$ cat src/rtl/fetch_pc_unit_pkg.sv
// Shared definitions for the fetch PC unit: recovery FSM states and PC constants.
package fetch_pc_unit_pkg;

  typedef enum logic {
    RUN     = 1'b0,
    RECOVER = 1'b1
  } recover_state_e;

  localparam logic [31:0] RESET_PC     = 32'h0000_0000;
  localparam logic [31:0] PC_INCREMENT = 32'h0000_0004;
  localparam logic [31:0] COUNT_MAX    = 32'hFFFF_FFFF;

  // Sequential successor; relies on 32-bit modulo wrap at the top of memory.
  function automatic logic [31:0] nextSeqPc(input logic [31:0] pc);
    return pc + PC_INCREMENT;
  endfunction

endpackage

$ cat src/rtl/fetch_pc_unit_mispredict_recovery.sv
// Mispredict recovery FSM (RUN/RECOVER) and saturating mispredict counter.
module mispredict_recovery
  import fetch_pc_unit_pkg::*;
(
  input  logic        i_clk,
  input  logic        i_rst_n,
  input  logic        i_mispredict,
  output logic        o_recover,
  output logic [31:0] o_count
);

  recover_state_e r_state;
  recover_state_e w_nextState;
  logic [31:0]    r_count;

  always_ff @(posedge i_clk or negedge i_rst_n) begin
    if (!i_rst_n) begin
      r_state <= RUN;
    end else begin
      r_state <= w_nextState;
    end
  end

  // RECOVER lasts one cycle unless another mispredict arrives while in it.
  always_comb begin
    w_nextState = r_state;
    case (r_state)
      RUN:     w_nextState = i_mispredict ? RECOVER : RUN;
      RECOVER: w_nextState = i_mispredict ? RECOVER : RUN;
      default: w_nextState = RUN;
    endcase
  end

  always_ff @(posedge i_clk or negedge i_rst_n) begin
    if (!i_rst_n) begin
      r_count <= '0;
    end else if (i_mispredict && (r_count != COUNT_MAX)) begin
      r_count <= r_count + 32'd1;
    end
  end

  assign o_recover = (r_state == RECOVER);
  assign o_count   = r_count;

endmodule

$ cat src/rtl/fetch_pc_unit.sv
// Fetch PC generation, F-to-D pipeline register and mispredict detection.
// Optional macro BRANCH_PREDICTION_EN enables BTB/predictor-driven fetch.
module fetch_pc_unit
  import fetch_pc_unit_pkg::*;
(
  input  logic        CLK,
  input  logic        RST,
  input  logic        Stall_F,
  input  logic        Stall_D,
  input  logic        Valid_F,
  input  logic [31:0] PC_Prediction,
  input  logic        Predict_Out,
  input  logic        Branch_E,
  input  logic        Branch_Taken_E,
  input  logic        Predict_Taken_E,
  input  logic [31:0] PC_E,
  input  logic [31:0] PC_Target_E,
  input  logic [31:0] Predict_Target_E,
  output logic [31:0] PC_F,
  output logic [31:0] PC_D,
  output logic        Predict_Taken_D,
  output logic [31:0] Predict_Target_D,
  output logic        Mispredict_E,
  output logic        Flush_D,
  output logic        Flush_E,
  output logic [31:0] Mispredict_Count
);

  logic [31:0] r_pcF;
  logic [31:0] r_pcD;
  logic        r_predictTakenD;
  logic [31:0] r_predictTargetD;
  logic [31:0] w_nextPc;
  logic        w_predictTakenF;
  logic        w_mispredict;
  logic        w_recover;
  logic [31:0] w_count;

`ifdef BRANCH_PREDICTION_EN
  assign w_predictTakenF = Valid_F & Predict_Out & ~w_recover;
  assign w_mispredict    = Branch_E &
                           ((Branch_Taken_E != Predict_Taken_E) |
                            (Branch_Taken_E & Predict_Taken_E &
                             (PC_Target_E != Predict_Target_E)));
`else
  // Without prediction every taken branch is a redirect; predictor inputs are ignored.
  logic w_unusedPredict;
  assign w_unusedPredict = Valid_F & Predict_Out & Predict_Taken_E &
                           (&Predict_Target_E) & w_recover;
  assign w_predictTakenF = 1'b0;
  assign w_mispredict    = Branch_E & Branch_Taken_E;
`endif

  // Redirect outranks stall so a resolved branch is never lost behind a hazard.
  always_comb begin
    w_nextPc = nextSeqPc(r_pcF);
    if (w_mispredict) begin
      w_nextPc = Branch_Taken_E ? PC_Target_E : nextSeqPc(PC_E);
    end else if (Stall_F) begin
      w_nextPc = r_pcF;
    end else if (w_predictTakenF) begin
      w_nextPc = PC_Prediction;
    end
  end

  always_ff @(posedge CLK or negedge RST) begin
    if (!RST) begin
      r_pcF <= RESET_PC;
    end else begin
      r_pcF <= w_nextPc;
    end
  end

  always_ff @(posedge CLK or negedge RST) begin
    if (!RST) begin
      r_pcD            <= '0;
      r_predictTakenD  <= 1'b0;
      r_predictTargetD <= '0;
    end else if (w_mispredict) begin
      r_pcD            <= '0;
      r_predictTakenD  <= 1'b0;
      r_predictTargetD <= '0;
    end else if (!Stall_D) begin
      r_pcD            <= r_pcF;
      r_predictTakenD  <= w_predictTakenF;
      r_predictTargetD <= PC_Prediction;
    end
  end

  mispredict_recovery u_recovery (
    .i_clk        (CLK),
    .i_rst_n      (RST),
    .i_mispredict (w_mispredict),
    .o_recover    (w_recover),
    .o_count      (w_count)
  );

  assign PC_F             = r_pcF;
  assign PC_D             = r_pcD;
  assign Predict_Taken_D  = r_predictTakenD;
  assign Predict_Target_D = r_predictTargetD;
  assign Mispredict_E     = w_mispredict;
  assign Flush_D          = w_mispredict;
  assign Flush_E          = w_mispredict;
  assign Mispredict_Count = w_count;

endmodule

$ cat config.mk
export PLATFORM = sky130hd
export DESIGN_NAME = fetch_pc_unit
export DESIGN_NICKNAME = d
export VERILOG_FILES = /design/src/rtl/fetch_pc_unit_pkg.sv /design/src/rtl/fetch_pc_unit_mispredict_recovery.sv /design/src/rtl/fetch_pc_unit.sv
export SDC_FILE = /design/constraint.sdc
export NUM_CORES = 1
export LEC_CHECK = 0
export ABC_CLOCK_PERIOD_IN_PS = 1700
export CAP_MARGIN = 10
export CELL_PAD_IN_SITES_DETAIL_PLACEMENT = 0
export CELL_PAD_IN_SITES_GLOBAL_PLACEMENT = 2
export CORE_ASPECT_RATIO = 1.25
export CORE_UTILIZATION = 22
export CTS_BUF_LIST = sky130_fd_sc_hd__clkbuf_4
export CTS_CLUSTER_DIAMETER = 150
export DETAILED_ROUTE_END_ITERATION = 6
export PLACE_DENSITY = 0.81
export SETUP_SLACK_MARGIN = 0.5
export SYNTH_ARGS = -nofsm -noshare
export SYNTH_HDL_FRONTEND = slang
export SYNTH_SLANG_ARGS = --single-unit
$ cat constraint.sdc
create_clock -name CLK -period 1.7 [get_ports CLK]
set_input_delay 0.17 -clock CLK [delete_from_list [all_inputs] [get_ports CLK]]
set_output_delay 0.17 -clock CLK [all_outputs]
set_load 0.05 [all_outputs]
==> reports/metrics.csv, run 1 <==
metric;value;unit
status;finished, violations left;
violated checks;negative setup slack;
Worst Path Required;2140;ps
post-synthesis sequential area ratio;0.558;
clk_lat worst skew;560;ps
hold crit path type;in -> async;
Sink Count;128;
clock skew;25.4;ps
RSZ-0062 raised after global routing;yes;
Die Width;147;um
vias post-DR;5378;
Critical Path Sink Type;flip-flop;
Syn Area/Cell;10.8;sq um
Ports;269;
CTS tree;done;
core box area;0.0255;sq mm
DR WL/cell;15.2;um
Final period util;1.10;
H-tree depth;4;
Num CTS Buffers;17;
critical-path maximum fanout;6;
largest net degree at the start of global routing;56;
post-route setup slack;-167;ps
critical path class;reg -> reg;
DRC;0;
post-synthesis register bit count;128;
die height;183;um
fill cell count;2407;
Cell Area, Placed;0.00884;sq mm
1st-iter DRT viols;180;
Pleak;5.13;nW
Fmax;0.536;GHz
Final Cell Area;0.0110;sq mm
die area;0.0268;sq mm
maximum vdd drop;959;uV
clk buf depth;2;
Final HPWL DP;12.6;mm
Min Hold Slack;80.9;ps
IO buf count;200;
vias in the first global route;5601;
Synth Cell Area;0.00574;sq mm
setup TNS;-2000;ps
R2R depth;7;
multi-input logic area;0.00279;sq mm
number of antenna violations at the first check in global routing;1;
post-layout minimum cycle time;1870;ps
CTS Root Cell;clkbuf_4;
share of layout cells above drive strength 1;0.504;
first-pass GRT wire length;30.5;mm
sequential cell area;0.00328;sq mm
GP Congestion;0.716;
Routed WL;19.1;mm
synthesis warning total;0;
Final Hold Fails;0;
FP Rows;65;
fin. max-slew vios;0;
count of cell types in the netlist;36;
Reg clk slew, reported paths;140;ps
Final ANT Viol Nets;0;
all-layer global routing usage;0.146;
total grt overflow;0;
# setup viols final;21;
Net Count, Synth;669;
DRT Pass-1 Iters;4;
via/cell ratio;4.27;
CP arrival;2310;ps
Worst setup SP type;flip-flop;
Syn Inst Count;530;
area grow syn2layout;92.2;%
initial core utilization;0.226;
PwrDens;988;mW/mm^2
fin nets;1049;
# Max-Cap Violations;0;
worst max-delay path: stages (launching register included):
cell      delay (ps)
dfrtp_2          390
nand4_1          120
or4_4            530
buf_6            140
a211oi_2         130
buf_4            180
nand3_2          110
xnor2_2          140
power by group:
part | internal [mW] | switching (mW) | leakage, nW
Clock | 1.33 | 1.22 | 0.173
Combinational | 2.11 | 2.45 | 3.39
Sequential | 3.45 | 0.359 | 1.57
Yosys cell counts:
cell / count / area [sq um]
buf_2: 1 / 5.00
nand4_1: 27 / 169
nand4b_1: 2 / 17.5
o21ai_1: 5 / 25.0
and4_1: 4 / 35.0
nand2b_1: 1 / 6.26
nor4_4: 1 / 21.3
and3_1: 6 / 37.5
nor4_1: 2 / 12.5
nor2_1: 75 / 282
inv_1: 3 / 11.3
o21ai_0: 22 / 110
xnor2_1: 34 / 298
mux2i_1: 65 / 651
mux2_2: 1 / 11.3
buf_1: 1 / 3.75
nor3_2: 2 / 20.0
or4b_1: 1 / 10.0
nor2b_1: 1 / 6.26
conb_1: 1 / 3.75
ha_1: 2 / 25.0
a31oi_1: 2 / 12.5
and2_1: 3 / 18.8
dfrtp_1: 128 / 3200
buf_4: 3 / 22.5
xor2_1: 25 / 219
nor3_1: 2 / 10.0
a21oi_1: 3 / 15.0
nand2_1: 56 / 210
and4b_1: 1 / 10.0
or4_4: 1 / 11.3
or3_1: 3 / 18.8
a311oi_4: 1 / 26.3
nand3_1: 23 / 115
a211oi_2: 1 / 12.5
clkbuf_1: 21 / 78.8
state kept, by name (all words and copies together), names as in the netlist:
| register | cells |
|---|---|
| PC_D | 32 |
| PC_F | 32 |
| Predict_Target_D | 32 |
| u_recovery.o_count | 32 |
final cells by class:
| cell class | instances | area share |
|---|---|---|
| timing repair buffer | 387 | 0.380 |
| sequential | 128 | 0.297 |
| multi-input combinational | 373 | 0.253 |
| tap | 335 | 0.0380 |
| clock inverter | 13 | 0.0176 |
| clock buffer | 19 | 0.0129 |
| inverter | 3 | 0.00170 |
| antenna | 1 | 0.000227 |
repair_timing:
action | in CTS | in global routing
hold buffers | 1 | 0
endpoints found under the setup margin | 189 | 190
endpoints found under the hold margin | 128 | 0
gates cloned | 1 | 0
pin swaps | 64 | 25
gates resized for setup | 566 | 29
buffers inserted | 60 | 41
per-stage QoR:
step,utilization,setup slack [ps],power [mW],instances
2_1_floorplan,-,-245,5.86,530
3_3_place_gp,0.347,-412,7.30,1123
3_5_place_dp,0.347,-422,7.34,1123
4_1_cts,0.416,-149,10.9,1217
5_1_grt,0.434,-238,11.4,1259
6_report,0.434,-167,10.9,1259
per-layer routing:
layer	wire (um)	track usage	share of wire
met3	854	0.0313	0.045
met5	0	0	0
met2	9870	0.248	0.52
met4	425	0.0604	0.022
met1	7990	0.180	0.42
final timing paths:
check                                                        start                            endpoint  slack (ps)
worst min register to register     Predict_Target_D[1]$_DFFE_PN0P_     Predict_Target_D[1]$_DFFE_PN0P_         560
worst max register to register  u_recovery.o_count[15]$_DFFE_PN0P_  u_recovery.o_count[30]$_DFFE_PN0P_        -170
worst min-delay path                                           RST                PC_D[25]$_DFFE_PN0P_          80
max in group asynchronous                                      RST  u_recovery.o_count[22]$_DFFE_PN0P_         980
min in group CLK                                   PC_Target_E[19]                PC_F[19]$_DFFE_PN0N_         150
worst max-delay path            u_recovery.o_count[15]$_DFFE_PN0P_  u_recovery.o_count[30]$_DFFE_PN0P_        -170
cell usage in the layout (no fill, tap or decap), drive strengths merged, types with 4 or more instances in the layout:
master / synthesis / final
and3: 6 / 6
and4: 4 / 4
buf: 5 / 319
bufinv: 0 / 5
clkbuf: 21 / 19
clkdlybuf4s50: 0 / 67
clkinv: 0 / 6
dfrtp: 128 / 128
mux2i: 65 / 65
nand2: 56 / 56
nand3: 23 / 23
nand4: 27 / 27
nor2: 75 / 75
nor3: 4 / 4
o21ai: 27 / 27
xnor2: 34 / 34
xor2: 25 / 25
cell families after synthesis:
| family | Yosys count | share of synthesized area |
|---|---|---|
| and+or+nand+nor | 211 | 0.176 |
| DFF | 128 | 0.558 |
| muxes | 66 | 0.115 |
| xor gates and xnor gates | 59 | 0.0900 |
| AOI/OAI and AO/OA | 34 | 0.0351 |
| buffers and inverters | 29 | 0.0211 |
| adders and majority gates | 2 | 0.00436 |
| other | 1 | 0.000653 |
Power figures use the tool's default switching activity.
==> run 2: changes to the inputs <==
SLEW_MARGIN = 20   (was default)
==> results of run 2 <==
Final layout, timing and power as in run 1 (identical DEF).
